--- config.mk ---
export PLATFORM = sky130hd
export DESIGN_NAME = wb_port_arbiter
export DESIGN_NICKNAME = d
export VERILOG_FILES = /design/src/rtl/wb_port_arbiter.sv
export SDC_FILE = /design/constraint.sdc
export NUM_CORES = 1
export LEC_CHECK = 0
export BUFFER_PORTS_ARGS = -buffer_cell sky130_fd_sc_hd__clkbuf_2
export CAP_MARGIN = 10
export CORE_UTILIZATION = 31
export CTS_CLUSTER_SIZE = 40
export DETAILED_ROUTE_END_ITERATION = 12
export GPL_ROUTABILITY_DRIVEN = 0
export GPL_TIMING_DRIVEN = 0
export SYNTH_ARGS = -nofsm -noshare
export SYNTH_HDL_FRONTEND = slang
export SYNTH_SLANG_ARGS = --single-unit
--- constraint.sdc ---
create_clock -name i_clk -period 2.4 [get_ports i_clk]
set_input_delay 0.48 -clock i_clk [delete_from_list [all_inputs] [get_ports i_clk]]
set_output_delay 0.48 -clock i_clk [all_outputs]
set_load 0.05 [all_outputs]
--- src/rtl/wb_port_arbiter.sv ---
// Register-file write-port arbiter: pipeline writeback vs. debug writes, registered outputs.
// Optional starvation guard (hold buffer, forced debug slot) enabled by WB_ARB_STARVE_GUARD_EN.
//
//  state    | meaning
//  ---------+----------------------------------------------------------
//  ST_PIPE  | buffer empty; pipeline and debug compete for the port
//  ST_DRAIN | buffer holds one pipeline write; pipeline stalled
module wb_port_arbiter #(
    parameter int BITS_SIZE     = 32,
    parameter int REG_ADDR_BITS = 5,
    parameter int DBG_MAX_WAIT  = 8
) (
    input  logic                     i_clk,
    input  logic                     i_reset,
    input  logic                     i_wb_valid,
    input  logic                     i_wb_mem_to_reg,
    input  logic [BITS_SIZE-1:0]     i_wb_data_to_reg,
    input  logic [BITS_SIZE-1:0]     i_wb_alu,
    input  logic [REG_ADDR_BITS-1:0] i_wb_addr,
    input  logic                     i_dbg_req,
    input  logic [REG_ADDR_BITS-1:0] i_dbg_addr,
    input  logic [BITS_SIZE-1:0]     i_dbg_data,
    output logic                     o_dbg_ack,
    output logic                     o_stall,
    output logic                     o_rf_we,
    output logic [REG_ADDR_BITS-1:0] o_rf_addr,
    output logic [BITS_SIZE-1:0]     o_rf_data
);

    logic                     rf_we_q;
    logic [REG_ADDR_BITS-1:0] rf_addr_q;
    logic [BITS_SIZE-1:0]     rf_data_q;
    logic                     ack_q;
    logic                     stall_q;

    logic [BITS_SIZE-1:0]     pipe_data;
    logic                     dbg_req;
    logic                     wr_en;
    logic [REG_ADDR_BITS-1:0] wr_addr;
    logic [BITS_SIZE-1:0]     wr_data;
    logic                     ack_d;
    logic                     stall_d;

    assign pipe_data = i_wb_mem_to_reg ? i_wb_data_to_reg : i_wb_alu;
    // A request still high during its own ack cycle is the one just serviced.
    assign dbg_req   = i_dbg_req & ~ack_q;

`ifdef WB_ARB_STARVE_GUARD_EN
    typedef enum logic {ST_PIPE = 1'b0, ST_DRAIN = 1'b1} state_t;

    localparam logic [7:0] MAX_WAIT = 8'(DBG_MAX_WAIT);

    state_t                   state_q, state_d;
    logic [7:0]               wait_cnt_q, wait_cnt_d;
    logic [REG_ADDR_BITS-1:0] buf_addr_q, buf_addr_d;
    logic [BITS_SIZE-1:0]     buf_data_q, buf_data_d;

    always_comb begin
        state_d    = state_q;
        wait_cnt_d = wait_cnt_q;
        buf_addr_d = buf_addr_q;
        buf_data_d = buf_data_q;
        wr_en      = 1'b0;
        wr_addr    = i_wb_addr;
        wr_data    = pipe_data;
        ack_d      = 1'b0;

        if (!dbg_req) begin
            wait_cnt_d = '0;
        end else if (wait_cnt_q != MAX_WAIT) begin
            wait_cnt_d = wait_cnt_q + 8'd1;
        end

        case (state_q)
            ST_DRAIN: begin
                wr_en   = 1'b1;
                wr_addr = buf_addr_q;
                wr_data = buf_data_q;
                state_d = ST_PIPE;
            end
            default: begin
                if (dbg_req && ((wait_cnt_q == MAX_WAIT) || !i_wb_valid)) begin
                    wr_en      = 1'b1;
                    wr_addr    = i_dbg_addr;
                    wr_data    = i_dbg_data;
                    ack_d      = 1'b1;
                    wait_cnt_d = '0;
                    // Forced slot: park the displaced pipeline write for next cycle.
                    if (i_wb_valid) begin
                        buf_addr_d = i_wb_addr;
                        buf_data_d = pipe_data;
                        state_d    = ST_DRAIN;
                    end
                end else if (i_wb_valid) begin
                    wr_en = 1'b1;
                end
            end
        endcase
    end

    assign stall_d = (state_d == ST_DRAIN);

    always_ff @(posedge i_clk or posedge i_reset) begin
        if (i_reset) begin
            state_q    <= ST_PIPE;
            wait_cnt_q <= '0;
            buf_addr_q <= '0;
            buf_data_q <= '0;
        end else begin
            state_q    <= state_d;
            wait_cnt_q <= wait_cnt_d;
            buf_addr_q <= buf_addr_d;
            buf_data_q <= buf_data_d;
        end
    end
`else
    // Without the guard, debug only uses cycles the pipeline leaves idle.
    always_comb begin
        wr_en   = 1'b0;
        wr_addr = i_wb_addr;
        wr_data = pipe_data;
        ack_d   = 1'b0;
        if (dbg_req && !i_wb_valid) begin
            wr_en   = 1'b1;
            wr_addr = i_dbg_addr;
            wr_data = i_dbg_data;
            ack_d   = 1'b1;
        end else if (i_wb_valid) begin
            wr_en = 1'b1;
        end
    end

    assign stall_d = 1'b0;

    logic unused_max_wait;
    assign unused_max_wait = (DBG_MAX_WAIT != 0);
`endif

    always_ff @(posedge i_clk or posedge i_reset) begin
        if (i_reset) begin
            rf_we_q   <= 1'b0;
            rf_addr_q <= '0;
            rf_data_q <= '0;
            ack_q     <= 1'b0;
            stall_q   <= 1'b0;
        end else begin
            // Writes to register 0 still use the slot but never enable the bank.
            rf_we_q <= wr_en && (wr_addr != '0);
            if (wr_en) begin
                rf_addr_q <= wr_addr;
                rf_data_q <= wr_data;
            end
            ack_q   <= ack_d;
            stall_q <= stall_d;
        end
    end

    assign o_rf_we   = rf_we_q;
    assign o_rf_addr = rf_addr_q;
    assign o_rf_data = rf_data_q;
    assign o_dbg_ack = ack_q;
    assign o_stall   = stall_q;

endmodule

==> summary.md, run 1 <==
| Metric | Value |
|---|---|
| Proportion of layout cells with a drive suffix above 1 | `slightly above 50%` |
| Post-detailed-routing wire length | `around 5500 um` |
| Worst reg2reg path endpoint | `o_rf_data[8]` |
| Actual slew at the worst max-slew pin | `between 0.8 and 0.9 ns` |
| Leftover overflow at the end of global routing | `0` |
| Count of antenna diodes in the layout | `0` |
| Post-detailed-route count of antenna-violating nets | `0` |
| Worst voltage drop across the vdd grid | `between 200 and 300 uV` |
| Static leakage | `between 1.5 and 2 nW` |
| Part of the cycle the worst path needs | `about 59%` |
| Launching element type of the critical path | `flip-flop` |
| Worst Path Buf+Inv | `1` |
| Clock share of power | `about 23%` |
| Die X | `about 86 um` |
| Maximum number of pins on one net before global-route repair | `40` |
| Critical path startpoint | `o_rf_data[15]` |
| Outcome | `finished clean` |
| Maximum achievable frequency | `703.9 MHz` |
| Maximum level of the CTS H-tree | `2` |
| Total negative setup slack | `0 ns` |
| Cell at the root of the clock tree | `clkbuf_8` |
| Hold-fix buffer count after cts | `0` |
| Reg2Reg Setup Slack | `1.10 ns` |
| Aggregate global-route resource usage | `between 10% and 20%` |
| Combined area of all synthesized cells | `roughly 2200 sq um` |
| Total via count in the routed design | `between 1500 and 2000` |
| Core Box Area | `between 6000 and 7000 sq um` |
| Crit Path Max Fanout | `2` |
| Slew Viols, Final | `0` |
| Initial core utilization | `about 32%` |
| Distinct cell type count after synthesis | `17` |
| Synthesis-stage register bit count | `39` |
| Sum of net half-perimeters after detailed placement | `~4200 um` |
| Synthesized instance count | `174` |
| Postcts setup bufs | `0` |
| Worst slew margin relative to its limit | `43.85%` |
| Critical path start-end classification | `flip-flop to output pin` |
| Share of synthesized area occupied by flip-flops and latches | `about 44%` |
| Count of instances resized after the clock tree is built | `0` |
| Delay of the slowest critical-path stage | `approximately 0.37 ns` |
| Critical Path Slowest Stage Cell | `dfrtp_1` |
| Syn_nets | `roughly 290` |
| Sink Count | `39` |
| Min-Delay Path Class | `primary input to async pin` |
| Nature of the critical path endpoint | `output pin` |
| Worst path arrival time | `about 0.94 ns` |
| Switching fraction of total power | `slightly below 40%` |
| Remaining design rule violation count | `0` |
| Worst path top cell family by delay | `flip-flops` |
| Combinational cell fraction of total power | `between 30 and 40%` |
| TritonCTS clock tree | `built` |
| Top-level I/O count | `151` |
| Multi-input combinational cell area | `around 1100 sq um` |
| Ys Warns | `0` |
| Detailed-route wire length per cell | `12.85 um` |
| RSZ-0062 raised after global routing | `no` |
| Clock insertion delay at the later pin of the skew report | `roughly 0.29 ns` |
| Die extent in y | `86.38 um` |
| Worst reg2reg startpoint | `o_dbg_ack` |
| Number of antenna violations at the first check in global routing | `0` |
| Global-route wire length before repair | `about 8600 um` |
| Fill cell total of the finished layout | `roughly 720` |
| Port-buffer cells | `147` |
| Net switching power figure | `roughly 0.75 mW` |
| Share of the core filled with cells | `a little under half` |
| Vias in the first global route | `around 1800` |
| Footprint of the flip-flops and latches | `a little under 1000 sq um` |
| Sequential fraction of design power | `40.4%` |
| Number of gates on the worst path with buffers counted | `1` |
| Min Tclk post-route | `around 1.4 ns` |
| Number of violations reported at the end of detailed-routing iteration 0 | `45` |
| Path depth of the worst reg2reg path | `6` |
| Non-Filler Cell Area, Final | `~3100 sq um` |
| Relative area change from synthesis to final layout | `42.46%` |
| Required @ worst endpoint | `about 1.9 ns` |
| Number of core rows | `30` |
| Setup violators final | `0` |
| Max capacitance violation total | `0` |
| Mean post-synth cell area | `roughly 13 sq um` |
| Detailed Routing Iterations Pass 1 | `4` |
| Number of buffers inserted during clock tree synthesis | `5` |
| Clock-pin slew on the worst setup and hold paths | `0.08 ns` |
| Cell Pwr Density | `between 600 and 700 nW/um^2` |
| Detailed-route vias per instance | `between 4 and 5` |
| Max clock buf depth | `2` |
| Die footprint | `roughly 7500 sq um` |
| Placed inst area | `about 3100 sq um` |
| Cell-by-cell listing of the critical path | `clkbuf_2` |
| Design internal power | `approximately 1.2 mW` |
| Fin Clk Skew | `roughly 0.0046 ns` |
| Post-layout nets | `~440` |
| Final-report hold violation count | `0` |
## cells in the mapped netlist
master,count,area (sq um)
buf_4,4,30.03
o21ai_1,1,5.000
nand2_1,5,18.77
conb_1,1,3.750
nor2_1,2,7.510
buf_2,7,35.03
buf_8,1,15.01
o21ai_0,5,25.02
nand2b_4,1,13.76
inv_1,1,3.750
dfrtp_1,39,975.9
mux2i_1,101,1011
clkbuf_1,1,3.750
or4_1,2,15.01
o31ai_2,1,12.51
buf_12,1,20.02
buf_6,1,11.26
## cell usage in the layout (no fill, tap or decap)
master	synthesis	routed
clkbuf_2	0	147
inv_2	0	1
buf_2	7	7
clkinv_2	0	1
nand2b_4	1	1
o31ai_2	1	1
mux2i_1	101	101
dfrtp_1	39	39
buf_8	1	1
buf_4	4	4
clkbuf_8	0	5
conb_1	1	1
buf_6	1	1
or4_1	2	2
o21ai_0	5	5
clkbuf_1	1	3
nand2_1	5	5
buf_12	1	1
o21ai_1	1	1
nor2_1	2	2
## power by group through the flow
stage                     clock [mW]  sequential [mW]  combinational (mW)
after floorplan                    0             1.07               0.220
after global placement             0            0.790               0.716
after detailed placement           0            0.791               0.724
after CTS                      0.458            0.780               0.724
after global routing           0.481            0.790               0.765
final                          0.435            0.779               0.714
## worst max-delay path by stage
stage | endpoint | slack [ns]
2_1_floorplan | o_rf_data[10] | 0.84
3_3_place_gp | o_rf_data[27] | 0.38
3_5_place_dp | o_rf_data[14] | 0.92
4_1_cts | o_rf_data[15] | 0.96
5_1_grt | o_rf_data[22] | 0.92
6_report | o_rf_data[15] | 0.98
## registers in the layout, indices dropped and copies added (netlist names)
register / cells
o_rf_we: 1
o_rf_data: 32
o_dbg_ack: 1
o_rf_addr: 5
## through the flow
stage	instances	hold slack (ns)	power (mW)	setup WS, ns
finish	425	0.3412	1.927	0.9793
CTS	425	0.3796	1.962	0.9643
global placement	417	0.5461	1.506	0.3765
detailed placement	417	0.5564	1.515	0.9185
global route	425	0.4080	2.037	0.9235
floorplan	174	0.5968	1.294	0.8418
## layout make-up
cell class                      count  share of cell area [%]
Inverter                            1                  0.1194
Multi-Input combinational cell    119                   35.38
Sequential cell                    39                   31.04
Tap cell                           96                   3.820
Clock buffer                        7                   2.427
Buffer                             15                   3.661
Clock inverter                      1                  0.1592
Timing Repair Buffer              147                   23.40
## cell families after synthesis
logic type,count (synthesis),synth area share [%]
multiplexers,101,45.81
flip-flops,39,44.22
buffers and inverters,16,5.385
AND/OR/NAND/NOR,10,2.494
AO/OA/AOI/OAI,7,1.927
other,1,0.1699
## per-layer routing
layer | GRT usage, % | vias to the layer above | routed length, um
met2 | 25.76 | 83 | 2645
li1 | - | 929 | -
met3 | 4.000 | 5 | 405
met1 | 18.50 | 873 | 2361
met4 | 4.091 | 0 | 46
met5 | 0 | - | 0
(Power assumes the default switching activity.)
==> run 2, diff against run 1 <==
--- a/config.mk
+++ b/config.mk
@@ -5,6 +5,7 @@
 export SDC_FILE = /design/constraint.sdc
 export NUM_CORES = 1
 export LEC_CHECK = 0
+export ABC_AREA = 1
 export BUFFER_PORTS_ARGS = -buffer_cell sky130_fd_sc_hd__clkbuf_2
 export CAP_MARGIN = 10
 export CORE_UTILIZATION = 31
@@ -12,6 +13,7 @@
 export DETAILED_ROUTE_END_ITERATION = 12
 export GPL_ROUTABILITY_DRIVEN = 0
 export GPL_TIMING_DRIVEN = 0
+export PLACE_DENSITY = 0.65
 export SYNTH_ARGS = -nofsm -noshare
 export SYNTH_HDL_FRONTEND = slang
 export SYNTH_SLANG_ARGS = --single-unit
==> constraint.sdc (replaced) <==
create_clock -name i_clk -period 1.2 [get_ports i_clk]
set_input_delay 0.24 -clock i_clk [delete_from_list [all_inputs] [get_ports i_clk]]
set_output_delay 0.24 -clock i_clk [all_outputs]
set_load 0.05 [all_outputs]
==> run 2 against run 1 <==
Net effect:
- the run now ends with setup timing left
- via count grew 32%
- total power grew 100%
- synthesized cell count grew 70%
- count of clock-buffer cells in the layout grew 1
- non-clock buffer count grew 10
- setup slack lost 1.0 ns
==> summary.md, run 2 <==
| Metric | Value |
|---|---|
| Outcome | `finished, violations left` |
| Violated checks | `setup timing` |
| Top-area cell type share of the netlist area | `44.72% (-1.1 points)` |
| Ys Warns | `0 (unchanged)` |
| Max clock buf depth | `2 (unchanged)` |
| Non-Filler Cell Area, Final | `3231 sq um (+2.7%)` |
| Most common library cell in the layout ignoring fill and taps | `clkbuf_2` |
| Cell-by-cell listing of the critical path | `clkbuf_4` |
| Clock-pin slew on the worst setup and hold paths | `0.08 ns (about the same)` |
| Slew Viols, Final | `0 (unchanged)` |
| Critical Path Slowest Stage Cell | `dfrtp_2` |
| Sink Count | `39 (unchanged)` |
| Worst slew margin relative to its limit | `43.09% (-0.76 points)` |
| Min-Delay Path Class | `primary input to async pin` |
| Number of flip-flops under the largest register name | `32 (unchanged)` |
| Detailed-route vias per instance | `4.504 (+1.3%)` |
| Most frequent cell after synthesis | `nand2_1` |
| Combined area of all synthesized cells | `2182 sq um (-1.1%)` |
| Die footprint | `7379 sq um (-1.1%)` |
| Largest area contributor in the netlist | `dfrtp_1` |
| Remaining design rule violation count | `0 (unchanged)` |
| Number of buffers inserted during clock tree synthesis | `5 (unchanged)` |
| Async set or reset register ratio after synthesis | `100.0% (unchanged)` |
| Fill cell total of the finished layout | `702 (-2.1%)` |
| Crit Path Max Fanout | `3 (+1)` |
| Nature of the critical path endpoint | `output pin` |
| Post-synth EDFFs | `0 (unchanged)` |
| Vias in the first global route | `2354 (+29%)` |
| Detailed Routing Iterations Pass 1 | `4 (unchanged)` |
| Total power of the final layout | `3.895 mW (+100%)` |
| Worst path arrival time | `0.98 ns (+0.04 ns)` |
| Cell Pwr Density | `1206 nW/um^2 (+97%)` |
| Total negative setup slack | `-0.05577 ns (-0.05577 ns)` |
| Number of gates on the worst path with buffers counted | `1 (unchanged)` |
| Synthesis-stage register bit count | `39 (unchanged)` |
| Leftover overflow at the end of global routing | `0 (unchanged)` |
| Actual slew at the worst max-slew pin | `0.8524 ns (+0.01137 ns)` |
| Share of synthesized area occupied by flip-flops and latches | `44.72% (+0.51 points)` |
| Fin Clk Skew | `0.002639 ns (-0.001999 ns)` |
| Detailed-route wire length per cell | `12.55 um (-2.3%)` |
| Number of antenna violations at the first check in global routing | `0 (unchanged)` |
| Maximum level of the CTS H-tree | `2 (unchanged)` |
| Critical path start-end classification | `flip-flop to output pin` |
| Path depth of the worst reg2reg path | `7 (+1)` |
| Static leakage | `1.830 nW (-1.1%)` |
| Sum of net half-perimeters after detailed placement | `5327 um (+28%)` |
| Launching element type of the critical path | `flip-flop` |
| Final-report hold violation count | `0 (unchanged)` |
| Required @ worst endpoint | `0.96 ns (-0.96 ns)` |
| Worst path top cell family by delay | `flip-flops` |
| Number of violations reported at the end of detailed-routing iteration 0 | `58 (+29%)` |
| Top-level I/O count | `151 (unchanged)` |
| Part of the cycle the worst path needs | `101.3%` |
| Maximum number of pins on one net before global-route repair | `40 (unchanged)` |
| RSZ-0062 raised after global routing | `yes` |
| Worst Path Buf+Inv | `1 (unchanged)` |
| Max capacitance violation total | `0 (unchanged)` |
| Post-layout nets | `566 (+29%)` |
| TritonCTS clock tree | `built` |
| Final worst setup slack | `-0.01601 ns (-0.9953 ns)` |
| Maximum achievable frequency | `about 800 MHz` |
| Count of antenna diodes in the layout | `0 (unchanged)` |
| Initial core utilization | `32.12% (-0.19 points)` |
| Mean post-synth cell area | `7.397 sq um (-42%)` |
| Delay of the slowest critical-path stage | `0.43 ns (+0.06 ns)` |
| Number of core rows | `30 (unchanged)` |
| Share of the core filled with cells | `47.55% (+1.5 points)` |
| Syn_nets | `406 (+42%)` |
| Aggregate global-route resource usage | `19.00% (+4.0 points)` |
| Global-route wire length before repair | `10970 um (+28%)` |
| Top cell types by occurrence after synthesis | `nand2_1 (89), inv_1 (41), dfrtp_1 (39)` |
| Filler-free cell count of the finished design | `552 (+30%)` |
| Total via count in the routed design | `2486 (+32%)` |
| Synthesized instance count | `295 (+70%)` |
| Placed inst area | `3045 sq um (-0.57%)` |
| Distinct cell type count after synthesis | `20 (+3)` |
| Port-buffer cells | `147 (unchanged)` |
| Top library cells by usage in the layout, fill and taps aside | `clkbuf_2 (137), nand2_1 (87), inv_1 (40), dfrtp_1 (38), nand3_1 (27)` |
| Post-detailed-route count of antenna-violating nets | `0 (unchanged)` |
| Biggest area contributors in the synthesized netlist | `dfrtp_1 (45%), nand2_1 (15%), inv_1 (7.1%)` |
| Core Box Area | `6794 sq um (-0.55%)` |
| Worst slack at placement | `-0.1355 ns (-1.054 ns)` |
| Worst hold slack | `0.1112 ns (-0.2300 ns)` |
| Post-detailed-routing wire length | `6930 um (+27%)` |
| Die X | `85.90 um (-0.56%)` |
| Relative area change from synthesis to final layout | `48.05%` |
| Cell at the root of the clock tree | `clkbuf_8` |
| Die extent in y | `85.90 um (-0.56%)` |
| Setup violators final | `6 (+6)` |
| Worst voltage drop across the vdd grid | `454.0 uV (+61%)` |
| Most common flop cell mapped by yosys | `dfrtp_1` |
| Proportion of layout cells with a drive suffix above 1 | `41.45% (-10 points)` |
| Clock insertion delay at the later pin of the skew report | `0.29 ns (about the same)` |
| Min Tclk post-route | `around 1.2 ns` |
| Count of placed standard cells including taps | `538 (+29%)` |
==> run 2: final timing paths <==
kind,startpoint,end,slack (ns)
setup / recovery,o_dbg_ack,o_dbg_ack,-0.02
hold / removal,i_reset,o_rf_data[11],0.11
setup reg to reg,o_dbg_ack,o_rf_data[28],-0.01
hold reg to reg,o_rf_data[22],o_rf_data[22],0.50
max in group asynchronous,i_reset,o_dbg_ack,0.50
min in group i_clk,i_dbg_data[24],o_rf_data[24],0.16
==> run 2: where the power goes <==
group / total [mW] / internal (mW) / switching, mW
sequential: 1.55 / 1.46 / 0.0844
combinational: 1.36 / 0.414 / 0.950
clock: 0.985 / 0.525 / 0.459
==> run 2: routing by layer <==
layer	GRT usage, %	up-vias	part of all wire [%]	wire length (um)
li1	-	1256	-	-
met1	23.45	1131	44	3018
met2	33.98	95	50	3471
met3	4.331	4	5.8	404
met4	3.636	0	0.52	36
met5	0	-	0	0
==> run 2: cell type report <==
class                      count  area, sq um  area share [%]
sequential                    39        977.2           30.25
multi-input combinational    193        948.4           29.36
timing repair buffer         153        797.0           24.67
inverter                      44        166.4           5.151
buffer                        19        121.4           3.757
tap                           96        120.1           3.718
clock buffer                   8        100.1           3.098
==> run 2: repair_timing <==
action                                  CTS  global route
resized for setup                         3            21
endpoints found under the setup margin   31            37
setup buffers                             3             2
pin swaps                                 1             5
hold buffers                              0             0
cloned                                    0             1
==> run 2: cells by family after synthesis <==
group | share of synthesized area, %
flip-flops | 44.72
AO/OA/AOI/OAI | 17.55
buffers and inverters | 12.38
AND/OR/NAND/NOR | 25.17
other | 0.1719
==> run 3, diff against run 2 <==
--- a/config.mk
+++ b/config.mk
@@ -14,6 +14,7 @@
 export GPL_ROUTABILITY_DRIVEN = 0
 export GPL_TIMING_DRIVEN = 0
 export PLACE_DENSITY = 0.65
+export SETUP_SLACK_MARGIN = 0.4
 export SYNTH_ARGS = -nofsm -noshare
 export SYNTH_HDL_FRONTEND = slang
 export SYNTH_SLANG_ARGS = --single-unit
==> run 3 against run 2 <==
Net effect:
- the flow still finishes with violations (setup timing)
- setup slack worse by 0.033 ns
- routed wire length up 26%
- sequential power up 6%
- combinational power up 63%
- global-route usage up 4.4 points
- core utilization up 20 points
- clock skew up 0.0014 ns
- via count up 8.3%
- critical endpoint is now o_rf_we
- largest cell class is now non-clock buffers
==> summary.md, run 3 (synthesized netlist as in run 2, its figures left out) <==
| Metric | Value |
|---|---|
| Proportion of layout cells with a drive suffix above 1 | `65.90% (+24 points)` |
| Final-report hold violation count | `0 (unchanged)` |
| Cell at the root of the clock tree | `clkbuf_8` |
| Leftover overflow at the end of global routing | `0 (unchanged)` |
| Initial core utilization | `32.12% (unchanged)` |
| Detailed-route vias per instance | `4.666 (+3.6%)` |
| Worst slack at placement | `-0.1635 ns (-0.02799 ns)` |
| Slew Viols, Final | `0 (unchanged)` |
| Die extent in y | `85.90 um (unchanged)` |
| Worst hold slack | `0.01627 ns (-0.09494 ns)` |
| Fin Clk Skew | `0.003992 ns (+0.001353 ns)` |
| Detailed-route wire length per cell | `15.09 um (+20%)` |
| Fill cell total of the finished layout | `530 (-25%)` |
| Footprint of the flip-flops and latches | `1023 sq um (+4.7%)` |
| Count of antenna diodes in the layout | `0 (unchanged)` |
| Sink Count | `39 (unchanged)` |
| Part of the cycle the worst path needs | `104.0% (+2.7 points)` |
| Clock-pin slew on the worst setup and hold paths | `0.08 ns (about the same)` |
| Top-level I/O count | `151 (unchanged)` |
| Worst voltage drop across the vdd grid | `539.9 uV (+19%)` |
| Actual slew at the worst max-slew pin | `0.8761 ns (+0.02365 ns)` |
| Cell Pwr Density | `1101 nW/um^2 (-8.7%)` |
| Hold-fix buffer count after cts | `0 (unchanged)` |
| Die footprint | `7379 sq um (unchanged)` |
| Die X | `85.90 um (unchanged)` |
| Number of antenna violations at the first check in global routing | `0 (unchanged)` |
| Violated checks | `setup timing` |
| Multi-input combinational cell area | `1191 sq um (+26%)` |
| Number of buffers inserted during clock tree synthesis | `5 (unchanged)` |
| Outcome | `finished, violations left` |
| Number of core rows | `30 (unchanged)` |
| Port-buffer cells | `147 (unchanged)` |
| Total via count in the routed design | `2692 (+8.3%)` |
| Crit Path Max Fanout | `4 (+1)` |
| Remaining design rule violation count | `0 (unchanged)` |
| Required @ worst endpoint | `1.40 ns (+0.44 ns)` |
| Global-route wire length before repair | `13380 um (+22%)` |
| Max capacitance violation total | `0 (unchanged)` |
| Static leakage | `2.388 nW (+30%)` |
| Total negative setup slack | `-0.3470 ns (-0.2912 ns)` |
| Maximum number of pins on one net before global-route repair | `40 (unchanged)` |
| Post-detailed-route count of antenna-violating nets | `0 (unchanged)` |
| Launching element type of the critical path | `flip-flop` |
| Number of flip-flops under the largest register name | `32 (unchanged)` |
| Path depth of the worst reg2reg path | `7 (unchanged)` |
| Placed inst area | `3095 sq um (+1.6%)` |
| Post-detailed-routing wire length | `8706 um (+26%)` |
| Clock insertion delay at the later pin of the skew report | `0.29 ns (about the same)` |
| Min Tclk post-route | `1.249 ns (+0.03255 ns)` |
| Min-Delay Path Class | `primary input to async pin` |
| Critical path start-end classification | `flip-flop to flip-flop` |
| Vias in the first global route | `2790 (+19%)` |
| Most common library cell in the layout ignoring fill and taps | `clkbuf_2` |
| Maximum achievable frequency | `800.9 MHz (-2.6%)` |
| Nature of the critical path endpoint | `flip-flop` |
| RSZ-0062 raised after global routing | `yes` |
| Post-layout nets | `591 (+4.4%)` |
| Non-Filler Cell Area, Final | `4581 sq um (+42%)` |
| TritonCTS clock tree | `built` |
| Sum of net half-perimeters after detailed placement | `5373 um (+0.87%)` |
| Aggregate global-route resource usage | `23.45% (+4.4 points)` |
| Relative area change from synthesis to final layout | `109.9%` |
| Core Box Area | `6794 sq um (unchanged)` |
| Max clock buf depth | `2 (unchanged)` |
| Setup violators final | `24 (+18)` |
| Number of violations reported at the end of detailed-routing iteration 0 | `61 (+5.2%)` |
| Worst slew margin relative to its limit | `41.27% (-1.8 points)` |
| Maximum level of the CTS H-tree | `2 (unchanged)` |
| Detailed Routing Iterations Pass 1 | `4 (unchanged)` |
| Worst path arrival time | `1.44 ns (+0.46 ns)` |
| Top library cells by usage in the layout, fill and taps aside | `clkbuf_2 (108), nand2_1 (45), inv_1 (40), nand2_2 (40)` |
| Final worst setup slack | `-0.04855 ns (-0.03255 ns)` |
## run 3: cell types whose count changed in the layout (fill, tap and decap cells not counted), sizes merged
cell,delta
buf,+20
bufinv,+1
clkbuf,+2
clkinv,+1
clkinvlp,+2
inv,-1
## run 3: report_power, final
part	leakage [nW]	internal, mW	switching [mW]
Sequential	0.423	1.49	0.159
Combinational	1.90	1.11	1.09
Clock	0.0612	0.674	0.512
Total	2.39	3.28	1.76
## run 3: through the flow
stage                     std cells  utilization (%)  power, mW
after floorplan                 295                -      2.497
after global placement          538            45.56      2.922
after detailed placement        538            45.56      2.940
after CTS                       563            64.36      4.900
after global routing            577            67.42      5.251
final                           577            67.42      5.042
## run 3: layout make-up
| type | instances | area share, % |
|---|---|---|
| repair inverters | 1 | 0.1093 |
| multi-input cells | 193 | 26.00 |
| inverters | 44 | 3.715 |
| clock buffers | 6 | 1.803 |
| clock inverters | 2 | 0.7648 |
| plain buffers | 19 | 3.223 |
| flip-flops and latches | 39 | 22.34 |
| well taps | 96 | 2.622 |
| repair buffers | 177 | 39.42 |
## run 3: worst paths after layout
kind	startpoint	endpoint	slack, ns
max in group asynchronous	i_reset	o_rf_data[17]	0.61
setup reg to reg	o_dbg_ack	o_rf_we	-0.05
setup / recovery	o_dbg_ack	o_rf_we	-0.05
hold reg to reg	o_rf_addr[3]	o_rf_addr[3]	0.53
min in group i_clk	i_dbg_data[12]	o_rf_data[12]	0.16
hold / removal	i_reset	o_rf_data[20]	0.02
## run 3: layer usage
metal  track usage, %  part of all wire (%)  up-vias
li1                 -                     -     1311
met1            27.87                    42     1270
met2            43.15                    52      105
met3            5.005                   5.3        6
met4            5.152                  0.78        0
met5                0                     0        -
## run 3: what timing repair did
item                       in CTS  in global routing
pin swaps                      23                 10
buffers inserted               12                 12
gates resized for setup       188                 26
setup endpoints to repair      78                116
hold endpoints to repair        0                  0
gates cloned                    5                  2
## run 3: worst max-delay path, stage by stage (launching register included)
cell,delay [ns]
dfrtp_2,0.43
buf_6,0.13
nor2_8,0.17
nand3_2,0.09
nand2_2,0.09
nand3_2,0.08
nor2_2,0.11
nor2_1,0.05
